## src/rtl/axi_pkg.sv

```systemverilog
// rtl/axi_pkg.sv - shared AXI field widths and entry packing offsets
package axi_pkg;

    localparam int ADDR_W  = 32;
    localparam int LEN_W   = 4;
    localparam int SIZE_W  = 2;
    localparam int BURST_W = 2;
    localparam int LOCK_W  = 2;
    localparam int CACHE_W = 4;
    localparam int PROT_W  = 3;

    // Entry layout, LSB first: prot, cache, lock, burst, size, len, addr, id.
    localparam int PROT_LSB   = 0;
    localparam int CACHE_LSB  = PROT_LSB + PROT_W;
    localparam int LOCK_LSB   = CACHE_LSB + CACHE_W;
    localparam int BURST_LSB  = LOCK_LSB + LOCK_W;
    localparam int SIZE_LSB   = BURST_LSB + BURST_W;
    localparam int LEN_LSB    = SIZE_LSB + SIZE_W;
    localparam int ADDR_LSB   = LEN_LSB + LEN_W;
    localparam int ID_LSB     = ADDR_LSB + ADDR_W;
    localparam int REQ_BASE_W = ID_LSB;

    typedef enum logic [1:0] {
        BURST_FIXED = 2'b00,
        BURST_INCR  = 2'b01,
        BURST_WRAP  = 2'b10
    } burst_e;

    function automatic bit is_pow2(input int v);
        return (v > 0) && ((v & (v - 1)) == 0);
    endfunction

endpackage

```

## src/rtl/axi_req_fifo_ctrl.sv

```systemverilog
// rtl/axi_req_fifo_ctrl.sv - pointers, occupancy count, status and sticky error flags
module axi_req_fifo_ctrl
    import axi_pkg::*;
#(
    parameter int DEPTH    = 4,
    parameter int AF_LEVEL = DEPTH - 1,
    parameter int AE_LEVEL = 1,
    localparam int AW      = $clog2(DEPTH),
    localparam int CW      = AW + 1
) (
    input  logic          clk,
    input  logic          rst,
    input  logic          write_en,
    input  logic          read_en,
    input  logic          clr_err,
    output logic          wr_ok,
    output logic          rd_ok,
    output logic [AW-1:0] wr_ptr,
    output logic [AW-1:0] rd_ptr,
    output logic [CW-1:0] count,
    output logic          empty,
    output logic          full,
    output logic          almost_full,
    output logic          almost_empty,
    output logic          overflow,
    output logic          underflow
);

    if (!is_pow2(DEPTH) || DEPTH < 2) begin : g_bad_depth
        $error("axi_req_fifo: DEPTH must be a power of two and at least 2");
    end
    if (AF_LEVEL > DEPTH || AE_LEVEL > DEPTH) begin : g_bad_level
        $error("axi_req_fifo: AF_LEVEL and AE_LEVEL must not exceed DEPTH");
    end

    localparam logic [CW-1:0] DEPTH_C = CW'(DEPTH);
    localparam logic [CW-1:0] AF_C    = CW'(AF_LEVEL);
    localparam logic [CW-1:0] AE_C    = CW'(AE_LEVEL);

    assign empty        = (count == '0);
    assign full         = (count == DEPTH_C);
    assign almost_full  = (count >= AF_C);
    assign almost_empty = (count <= AE_C);

    // A read on a full FIFO frees the slot the write lands in this same edge.
    assign rd_ok = read_en && !empty;
    assign wr_ok = write_en && (!full || read_en);

    always_ff @(posedge clk or negedge rst) begin
        if (!rst) begin
            wr_ptr    <= '0;
            rd_ptr    <= '0;
            count     <= '0;
            overflow  <= 1'b0;
            underflow <= 1'b0;
        end else begin
            if (wr_ok) wr_ptr <= wr_ptr + AW'(1);
            if (rd_ok) rd_ptr <= rd_ptr + AW'(1);

            if (wr_ok && !rd_ok)
                count <= count + CW'(1);
            else if (rd_ok && !wr_ok)
                count <= count - CW'(1);

            // A fresh error outranks a clear in the same cycle.
            if (write_en && !wr_ok)
                overflow <= 1'b1;
            else if (clr_err)
                overflow <= 1'b0;

            if (read_en && !rd_ok)
                underflow <= 1'b1;
            else if (clr_err)
                underflow <= 1'b0;
        end
    end

endmodule

```

## src/rtl/axi_req_fifo.sv

```systemverilog
// rtl/axi_req_fifo.sv - AXI request FIFO top; AXI_REQ_FIFO_REG_OUT_EN selects a registered head output
module axi_req_fifo
    import axi_pkg::*;
#(
    parameter int TAG_BITS = 2,
    parameter int DEPTH    = 4,
    parameter int AF_LEVEL = DEPTH - 1,
    parameter int AE_LEVEL = 1,
    localparam int DW      = REQ_BASE_W + TAG_BITS,
    localparam int AW      = $clog2(DEPTH),
    localparam int CW      = AW + 1
) (
    input  logic          clk,
    input  logic          rst,
    input  logic          write_en,
    input  logic          read_en,
    input  logic [DW-1:0] entry_in,
    output logic [DW-1:0] entry_out,
    output logic          empty,
    output logic          full,
    output logic          almost_full,
    output logic          almost_empty,
    output logic [CW-1:0] count,
    input  logic          clr_err,
    output logic          overflow,
    output logic          underflow
);

    logic          wr_ok;
    logic          rd_ok;
    logic [AW-1:0] wr_ptr;
    logic [AW-1:0] rd_ptr;
    logic [DW-1:0] mem [DEPTH];

    axi_req_fifo_ctrl #(
        .DEPTH    (DEPTH),
        .AF_LEVEL (AF_LEVEL),
        .AE_LEVEL (AE_LEVEL)
    ) u_ctrl (
        .clk          (clk),
        .rst          (rst),
        .write_en     (write_en),
        .read_en      (read_en),
        .clr_err      (clr_err),
        .wr_ok        (wr_ok),
        .rd_ok        (rd_ok),
        .wr_ptr       (wr_ptr),
        .rd_ptr       (rd_ptr),
        .count        (count),
        .empty        (empty),
        .full         (full),
        .almost_full  (almost_full),
        .almost_empty (almost_empty),
        .overflow     (overflow),
        .underflow    (underflow)
    );

    // Storage is deliberately left unreset; count gates everything visible.
    always_ff @(posedge clk) begin
        if (wr_ok) mem[wr_ptr] <= entry_in;
    end

`ifdef AXI_REQ_FIFO_REG_OUT_EN
    logic [DW-1:0] head;
    logic [AW-1:0] rd_next;

    assign rd_next = rd_ptr + AW'(1);

    // Preload the entry that becomes the head after this edge.
    always_ff @(posedge clk or negedge rst) begin
        if (!rst) begin
            head <= '0;
        end else if (rd_ok) begin
            if (count > CW'(1))
                head <= mem[rd_next];
            else if (wr_ok)
                head <= entry_in;
        end else if (wr_ok && empty) begin
            head <= entry_in;
        end
    end

    assign entry_out = head;
`else
    assign entry_out = empty ? '0 : mem[rd_ptr];
`endif

endmodule

```

## config.mk

```make
export PLATFORM = sky130hd
export DESIGN_NAME = axi_req_fifo
export DESIGN_NICKNAME = d
export VERILOG_FILES = /design/src/rtl/axi_pkg.sv /design/src/rtl/axi_req_fifo_ctrl.sv /design/src/rtl/axi_req_fifo.sv
export SDC_FILE = /design/constraint.sdc
export NUM_CORES = 1
export LEC_CHECK = 0
export BUFFER_PORTS_ARGS = -buffer_cell sky130_fd_sc_hd__buf_4
export CAP_MARGIN = 20
export CORE_MARGIN = 2
export CORE_UTILIZATION = 57
export DETAILED_ROUTE_END_ITERATION = 16
export PLACE_DENSITY = 0.78
export SLEW_MARGIN = 20
export SYNTH_ARGS = -nofsm -noshare
export SYNTH_HDL_FRONTEND = slang
export SYNTH_SLANG_ARGS = --single-unit
```

## constraint.sdc

```tcl
create_clock -name clk -period 3.2 [get_ports clk]
set_input_delay 0.16 -clock clk [delete_from_list [all_inputs] [get_ports clk]]
set_output_delay 0.16 -clock clk [all_outputs]
set_load 0.1 [all_outputs]
```

==> results of run 1 <==
## cell usage after synthesis, drive strengths merged
master / instances
mux2: 1
nor3b: 1
dfrtp: 9
a221oi: 1
mux2i: 102
nand2b: 2
o22ai: 52
ha: 10
buf: 23
a21oi: 1
o21ai: 4
edfxtp: 204
and3: 4
xor2: 1
nand2: 4
nor2: 2
and2: 2
nand3: 1
nand3b: 2
xnor2: 4
inv: 10
## registers in the layout (all words and copies together), names as in the netlist
register,count
u_ctrl.rd_ptr,2
u_ctrl.underflow,1
u_ctrl.count,3
u_ctrl.wr_ptr,2
mem,204
u_ctrl.overflow,1
## path summary, 6_finish.rpt
| check | startpoint | to | slack [ns] | cells past startpoint |
|---|---|---|---|---|
| max | u_ctrl.count[0]$_DFFE_PN0P_ | entry_out[11] | 0.29 | 7 |
| min | rst | u_ctrl.count[1]$_DFFE_PN0P_ | 0.05 | 2 |
| max reg2reg | u_ctrl.count[0]$_DFFE_PN0P_ | u_ctrl.count[2]$_DFFE_PN0P_ | 0.99 | 8 |
| min reg2reg | u_ctrl.underflow$_DFFE_PN0P_ | u_ctrl.underflow$_DFFE_PN0P_ | 0.53 | 2 |
| max in group asynchronous | rst | u_ctrl.rd_ptr[1]$_DFFE_PN0P_ | 3.00 | 2 |
| min in group clk | write_en | u_ctrl.wr_ptr[0]$_DFFE_PN0P_ | 0.05 | 3 |
## cell families (layout without fill, tap and decap cells)
family / after synthesis / after routing / share of synthesized area [%]
xor gates and xnor gates: 5 / 5 / 0.532
and+or+nand+nor: 18 / 18 / 1.31
buffers and inverters: 33 / 229 / 2.60
muxes: 103 / 103 / 12.6
adders and majority gates: 10 / 10 / 1.52
DFF: 213 / 213 / 77.1
AOI/OAI and AO/OA: 58 / 58 / 4.36
## layout make-up
| class | count | area, um2 |
|---|---|---|
| multi-input combinational | 194 | 1680 |
| timing repair buffer | 181 | 1550 |
| tap | 180 | 225 |
| clock inverter | 10 | 73.8 |
| clock buffer | 28 | 552 |
| sequential | 213 | 6350 |
| fill | 835 | 3520 |
| inverter | 10 | 37.5 |
## metrics by stage
stage | util (%) | instance area (um2)
finish | 74.8 | 10500
global route | 74.8 | 10500
CTS | 74.8 | 10500
detailed placement | 66.4 | 9290
global placement | 66.4 | 9290
floorplan | - | 8240
## layer usage
| layer | track usage [%] | routed length [um] | vias to the layer above |
|---|---|---|---|
| li1 | - | - | 2112 |
| met1 | 23.6 | 5780 | 2247 |
| met2 | 35.9 | 8240 | 135 |
| met3 | 3.31 | 818 | 32 |
| met4 | 6.87 | 423 | 0 |
| met5 | 0 | 0 | - |
==> run_results.csv, run 1 <==
group,metric,value,unit
routing,ant_nets,0,
die,start_util,58.9,%
cts,cts_root_buf,"clkbuf_16",
sta,hold_violations,0,
global_route,grt_antenna_before_repair,0,
global_route,grt_max_degree,52,
sta,setup_slack,0.287,ns
sta,finalSetupTns,0,ns
sta,fin_hold_ws,0.0468,ns
synth,syn_nets,506,
cts,post-cts-setup-buffers,0,
sta,layout_min_cycle_time,2.91,ns
cts,cts_sinks,213,
sta,finalMaxSlewViolations,0,
global_route,grt_pass1_wl,24.0,mm
routing,dr.pass1.iters,5,
synth,ys_ff_latch,213,
synth,seq_area_frac_synth,77.1,%
global_route,grt_pass1_vias,4799,
global_route,grt_overflow,0,
routing,drc,0,
cts,cts-buffers-inserted,21,
finish,n_antenna_cell,0,
critical_path,path_buf_inv,3,
sta,skew,0.00837,ns
synth,yosys_warnings,0,
critical_path,path_cells,"inv_1 > ha_1 > nand2b_2 > nand2_2 > buf_4 > o22ai_1 > buf_4",
die,die_x,124,um
placement,gp_congestion,0.728,
finish,syn_to_final_growth,27.1,%
die,fp.dieH,124,um
die,die_area,15400,um2
routing,routed_wl,15.3,mm
synth,synth_top_area_cell,"edfxtp_1",
global_route,grt_use_total,19.7,%
finish,final_cell_mix,"204 x edfxtp_1, 122 x buf_4, 102 x mux2i_1",
sta,rsz0062_at_grt,"no",
finish,finalNonFillerCells,816,
routing,viasPerCell,5.55,
die,ios,116,
synth,synth.avg_cell_area,18.7,um2
placement,pre_cts_slack,0.776,ns
cts,cts-resized-gates,0,
sta,fmax,343,MHz
synth,synth.distinct_cells,26,
critical_path,crit_path_max_incr_delay,0.43,ns
sta,setup_violations,0,
placement,place_hpwl,8.94,mm
critical_path,cp_max_fo,26,
routing,wire_per_inst,18.7,um
synth,syn_inst,440,
die,fp.coreArea,14000,um2
placement,port_buffers,115,
sta,slew_headroom,53.9,%
die,num_rows,43,
sta,tightest_slew,0.692,ns
critical_path,worstPathRequired,3.04,ns
cts,ctsHoldBuffers,55,
cts,clk_latency,0.48,ns
critical_path,path_common_cell,"buf_4",
cts,cts_tree,"yes",
cts,h-tree-depth,1,
finish,drive_gt1_share,25.6,%
critical_path,crit_path_end_kind,"primary output",
routing,drtIter0Drc,301,
critical_path,crit_family,"buffers and inverters",
synth,synth_top_area_share,74.4,%
critical_path,cpMaxStageDelayCell,"dfrtp_1",
cts,clkTransAtPathRegs,0.06,ns
sta,fin_crit_sh,91.0,%
hold_path,min-delay-path-class,"in2async",
placement,dpl.cell_count,723,
finish,layout.cells.most_common,"edfxtp_1",
finish,fin_nets,687,
synth,synth.top_cells.by_area,"edfxtp_1 74%, mux2i_1 12%, o22ai_1 3.9%, dfrtp_1 2.7%, ha_1 1.5%",
cts,clock_path_buffers,3,
critical_path,crit_arrival,2.75,ns
routing,dr_total_vias,4526,
critical_path,start_kind,"flop",
synth,netlist_area,8240,um2
run_status,outcome,"complete, no violations",
flow_run,drv_cap,0,
critical_path,path_class,"reg2out",
Power of run 1 is not shown: default switching activity piles up to over one toggle a cycle in this logic, so the estimate is an artifact.
==> run 2: changes to the inputs <==
--- a/config.mk
+++ b/config.mk
@@ -10,6 +10,8 @@
 export CORE_MARGIN = 2
 export CORE_UTILIZATION = 57
+export CTS_CLUSTER_SIZE = 40
 export DETAILED_ROUTE_END_ITERATION = 16
 export PLACE_DENSITY = 0.78
+export SETUP_SLACK_MARGIN = 0.3
 export SLEW_MARGIN = 20
 export SYNTH_ARGS = -nofsm -noshare
==> constraint.sdc (replaced) <==
create_clock -name clk -period 3.2 [get_ports clk]
set_input_delay 0.16 -clock clk [delete_from_list [all_inputs] [get_ports clk]]
set_output_delay 0.16 -clock clk [all_outputs]
set_load 0.02 [all_outputs]
==> run 2 against run 1 <==
First-iteration DRC count increased by 6.0%; setup slack better by 0.31 ns; final cell count is 0.37% higher; critical path type unchanged; largest cell class unchanged.
==> run_results.csv, run 2 (synthesis results as in run 1) <==
group,metric,value,unit
critical_path,crit_arrival,2.45,ns
sta,setup_violations,0,
finish,fillers,812,
global_route,grt_use_total,21.0,%
sta,hold_violations,0,
cts,cts-buffers-inserted,22,
placement,pre_cts_slack,0.920,ns
sta,tightest_slew,0.587,ns
finish,multiInputGateArea,1690,um2
finish,syn_to_final_growth,28.0,%
finish,reg.largest.list,"mem x204, u_ctrl.count x3",
cts,clock_path_buffers,3,
critical_path,crit_family,"buffers and inverters",
sta,fmax,384,MHz
routing,drc,0,
die,die_x,124,um
flow_run,drv_cap,0,
finish,drive_gt1_share,25.7,%
routing,ant_nets,0,
critical_path,ff2ff_path_depth,8,
run_status,outcome,"complete, no violations",
critical_path,worst_r2r_endpoint,"u_ctrl.count[2]$_DFFE_PN0P_",
critical_path,path_cells,"inv_1 > ha_1 > nand2b_2 > nand2b_4 > buf_4 > o22ai_1 > buf_4",
sta,fin_crit_sh,81.5,%
sta,fin_hold_ws,0.0361,ns
pwr,vdd_ir_drop_max,0.844,mV
critical_path,reg2reg_slack,1.01,ns
finish,n_antenna_cell,0,
critical_path,worstPathRequired,3.04,ns
critical_path,endpoint,"entry_out[24]",
placement,place_hpwl,9.35,mm
die,start_util,58.9,%
placement,dpl_cell_area,9330,um2
finish,utilization,75.3,%
cts,cts_root_buf,"clkbuf_16",
critical_path,path_buf_inv,3,
placement,port_buffers,115,
critical_path,path_common_cell,"buf_4",
routing,wire_per_inst,20.0,um
critical_path,crit_start,"u_ctrl.count[0]$_DFFE_PN0P_",
finish,regMostFlops,"mem",
sta,slew_headroom,60.8,%
finish,final_cell_mix,"204 x edfxtp_1, 122 x buf_4, 102 x mux2i_1",
die,ios,116,
routing,viasPerCell,5.61,
pwr,power_leakage,4.06,nW
sta,layout_min_cycle_time,2.61,ns
finish,layout.cells.most_common,"edfxtp_1",
hold_path,min-delay-path-class,"in2async",
finish,fin_area,10500,um2
pwr,swShare,35.1,%
critical_path,crit_path_end_kind,"primary output",
die,fp.dieH,124,um
pwr,p_int,0.00671,W
critical_path,cp_max_fo,24,
pwr,clockPowerShare,22.1,%
cts,cts_tree,"yes",
cts,h-tree-depth,1,
pwr,p_per_area,982,nW/um2
cts,cts_sinks,213,
routing,routed_wl,16.4,mm
sta,setup_slack,0.593,ns
critical_path,path_class,"reg2out",
finish,fin_nets,690,
critical_path,crit_path_max_incr_delay,0.44,ns
pwr,p_switching,0.00364,W
critical_path,crit_cells,7,
routing,dr_total_vias,4594,
pwr,combPwrFrac,39.7,%
cts,clk_latency,0.49,ns
die,die_area,15400,um2
sta,rsz0062_at_grt,"no",
critical_path,cpMaxStageDelayCell,"dfrtp_1",
routing,drtIter0Drc,319,
global_route,grt_pass1_wl,25.7,mm
critical_path,regToRegStartpoint,"u_ctrl.count[1]$_DFFE_PN0P_",
finish,largest_reg_flops,204,
pwr,pwr-share-seq,38.2,%
placement,gp_congestion,0.729,
sta,skew,0.00627,ns
critical_path,start_kind,"flop",
finish,seqCellArea,6350,um2
routing,dr.pass1.iters,4,
global_route,grt_pass1_vias,4804,
cts,post-cts-setup-buffers,0,
sta,finalSetupTns,0,ns
sta,finalMaxSlewViolations,0,
global_route,grt_antenna_before_repair,0,
die,fp.coreArea,14000,um2
global_route,grt_overflow,0,
global_route,grt_max_degree,55,
cts,clkTransAtPathRegs,0.06,ns
die,num_rows,43,
run 2: worst min path at each step:
stage / cells after the start / end
global route: 2 / u_ctrl.wr_ptr[1]$_DFFE_PN0P_
CTS: 2 / u_ctrl.wr_ptr[1]$_DFFE_PN0P_
finish: 2 / u_ctrl.wr_ptr[0]$_DFFE_PN0P_
floorplan: 0 / u_ctrl.count[0]$_DFFE_PN0P_
detailed placement: 1 / u_ctrl.overflow$_DFFE_PN0P_
global placement: 1 / u_ctrl.underflow$_DFFE_PN0P_
run 2: area by class of cell:
cell class,count,share of cell area [%]
Clock inverter,9,0.416
Multi-Input combinational cell,194,16.0
Inverter,10,0.356
Clock buffer,30,5.71
Tap cell,180,2.14
Sequential cell,213,60.3
Timing Repair Buffer,183,15.1
run 2: worst reg2reg max path, delay by kind of cell, from the launching register on:
| kind | cells | cell delay [ns] |
|---|---|---|
| AO/OA/AOI/OAI | 2 | 0.33 |
| adder cells (fa/ha/maj) | 2 | 0.62 |
| buffers and inverters | 1 | 0.16 |
| flip-flops | 1 | 0.42 |
| AND/OR/NAND/NOR | 3 | 0.56 |
run 2: power groups by stage:
stage | Clock (W) | Sequential (W) | Combinational [W]
after floorplan | 0 | 0.00391 | 0.00265
after global placement | 0 | 0.00397 | 0.00398
after detailed placement | 0 | 0.00401 | 0.00404
after CTS | 0.00232 | 0.00395 | 0.00412
after global routing | 0.00246 | 0.00400 | 0.00437
final | 0.00228 | 0.00395 | 0.00411
run 2: what timing repair did:
item                                    in CTS  in global routing
resized for setup                            0                  2
hold buffers                                55                  0
endpoints found under the setup margin       0                  1
endpoints found under the hold margin      216                  0
run 2: per-stage QoR:
| step | std cells | total power, W |
|---|---|---|
| 3_5_place_dp | 725 | 0.00804 |
| 3_3_place_gp | 725 | 0.00795 |
| 4_1_cts | 819 | 0.0104 |
| 6_report | 819 | 0.0104 |
| 2_1_floorplan | 440 | 0.00656 |
| 5_1_grt | 819 | 0.0108 |
run 2: metal layers:
| layer | vias up | part of all wire [%] | track usage, % | wire length, um |
|---|---|---|---|---|
| met5 | - | 0 | 0 | 0 |
| met4 | 0 | 2.2 | 5.82 | 361 |
| met3 | 29 | 5.4 | 3.87 | 889 |
| met2 | 153 | 52 | 37.7 | 8580 |
| met1 | 2298 | 40 | 26.3 | 6560 |
| li1 | 2114 | - | - | - |
(Power assumes the default switching activity.)
==> run 3: changes to the inputs <==
- clock period: 3.2 -> 2.6 ns (I/O delays scaled with it)
==> run 3 against run 2 <==
Sequential power rose by 22%; via count shrank 0.72%; critical path depth is the same; global-route usage is 0.064 points higher; clock power increased by 24%; final area grew 1.2%; final cell count increased by 0.73%; core utilization grew 0.87 points; sequential share of layout area shrank 0.69 points; count of clock-buffer cells in the layout down 5; combinational power is 31% higher; non-clock buffer count grew 12; largest cell class unchanged; largest power group unchanged.
==> run_results.csv, run 3 (synthesis results as in run 1) <==
group,metric,value,unit
critical_path,crit_start,"u_ctrl.count[1]$_DFFE_PN0P_",
finish,final_cell_mix,"204 x edfxtp_1, 134 x buf_4, 102 x mux2i_1",
routing,viasPerCell,5.53,
hold_path,min-delay-path-class,"in2async",
routing,dr_total_vias,4561,
sta,finalMaxSlewViolations,0,
finish,layout.cells.most_common,"edfxtp_1",
die,die_x,124,um
sta,setup_slack,0.389,ns
pwr,vdd_ir_drop_max,0.848,mV
finish,reg.largest.list,"mem x204, u_ctrl.count x3",
routing,routed_wl,16.5,mm
critical_path,crit_path_max_incr_delay,0.40,ns
sta,fin_crit_sh,85.0,%
run_status,outcome,"complete, no violations",
finish,drive_gt1_share,28.1,%
global_route,grt_pass1_wl,25.7,mm
global_route,grt_max_degree,32,
cts,cts_tree,"yes",
sta,tightest_slew,0.422,ns
sta,skew,0.00906,ns
placement,gp_congestion,0.699,
global_route,grt_use_total,21.1,%
pwr,p_per_area,1220,nW/um2
cts,cts_root_buf,"clkbuf_16",
sta,setup_violations,0,
global_route,grt_pass1_vias,5006,
die,die_area,15400,um2
cts,h-tree-depth,1,
critical_path,crit_path_end_kind,"primary output",
sta,hold_violations,0,
cts,clkTransAtPathRegs,0.06,ns
die,fp.dieH,124,um
routing,drc,0,
sta,fmax,452,MHz
critical_path,path_cells,"inv_2 > ha_2 > nand2b_4 > nand2_8 > buf_16 > o22ai_1 > buf_4",
routing,drtIter0Drc,280,
global_route,grt_overflow,0,
critical_path,cpMaxStageDelayCell,"dfrtp_1",
routing,dr.pass1.iters,4,
cts,clk_latency,0.48,ns
die,start_util,58.9,%
critical_path,cp_max_fo,26,
critical_path,regToRegStartpoint,"u_ctrl.count[1]$_DFFE_PN0P_",
critical_path,path_class,"reg2out",
die,ios,116,
routing,ant_nets,0,
cts,cts_sinks,213,
placement,place_hpwl,9.54,mm
finish,syn_to_final_growth,29.4,%
placement,pre_cts_slack,0.425,ns
finish,n_antenna_cell,0,
finish,fin_nets,701,
critical_path,ff2ff_path_depth,8,
finish,regMostFlops,"mem",
placement,port_buffers,115,
pwr,power_leakage,4.13,nW
die,num_rows,43,
critical_path,start_kind,"flop",
cts,cts-buffers-inserted,21,
placement,dpl_cell_area,9330,um2
die,fp.coreArea,14000,um2
critical_path,crit_arrival,2.08,ns
finish,largest_reg_flops,204,
sta,slew_headroom,71.9,%
flow_run,drv_cap,0,
critical_path,worstPathRequired,2.47,ns
global_route,grt_antenna_before_repair,0,
sta,finalSetupTns,0,ns
finish,fin_area,10700,um2
sta,rsz0062_at_grt,"no",
cts,clock_path_buffers,3,
routing,wire_per_inst,20.0,um
sta,layout_min_cycle_time,2.21,ns
run 3: timing repair:
item                       CTS  global route
setup endpoints to repair   47            46
gates resized for setup      5             7
setup buffers                5             2
hold endpoints to repair   217             0
gates cloned                 0             0
hold buffers                56             0
run 3: path summary, 6_finish.rpt:
path,endpoint,slack (ns)
max reg2reg,u_ctrl.count[2]$_DFFE_PN0P_,0.56
max,entry_out[3],0.39
min reg2reg,u_ctrl.count[1]$_DFFE_PN0P_,0.57
max in group asynchronous,u_ctrl.rd_ptr[1]$_DFFE_PN0P_,2.44
min,u_ctrl.rd_ptr[0]$_DFFE_PN0P_,0.007
min in group clk,mem[0][17]$_DFFE_PP_,0.40
run 3: final cells by class:
type / count / area, um2
Sequential cell: 213 / 6350
Clock inverter: 8 / 103
Clock buffer: 25 / 541
Fill cell: 866 / 3330
Multi-Input combinational cell: 194 / 1720
Timing Repair Buffer: 195 / 1680
Tap cell: 180 / 225
Inverter: 10 / 37.5
run 3: power by group:
| part | internal [W] | leakage (nW) | total (W) | switching, W |
|---|---|---|---|---|
| Combinational | 0.00231 | 1.83 | 0.00538 | 0.00307 |
| Sequential | 0.00453 | 1.98 | 0.00483 | 0.000297 |
| Clock | 0.00168 | 0.312 | 0.00283 | 0.00116 |
| Total | 0.00852 | 4.13 | 0.0130 | 0.00452 |
run 3: metal layers:
layer | vias to the layer above | share of wire, % | global-route usage [%]
met1 | 2253 | 38 | 24.7
met5 | - | 0 | 0
met3 | 35 | 5.1 | 3.92
met4 | 0 | 2.2 | 6.54
li1 | 2135 | - | -
met2 | 138 | 55 | 39.2
run 3: critical path: cells and delay by family (launching register included):
family	cells	cell delay, ns
simple gates	2	0.28
fa+ha+maj	1	0.20
buf+inv	3	0.48
compound gates	1	0.23
flops	1	0.40
run 3: stage by stage:
stage	hold WS [ns]	utilization, %	instances	power (W)
6_report	0.00727	76.2	825	0.0130
5_1_grt	-0.000360	76.2	825	0.0136
4_1_cts	0.00244	75.7	823	0.0130
3_5_place_dp	-0.0366	66.7	729	0.00993
3_3_place_gp	-0.0422	66.7	729	0.00981
2_1_floorplan	-0.166	-	440	0.00805
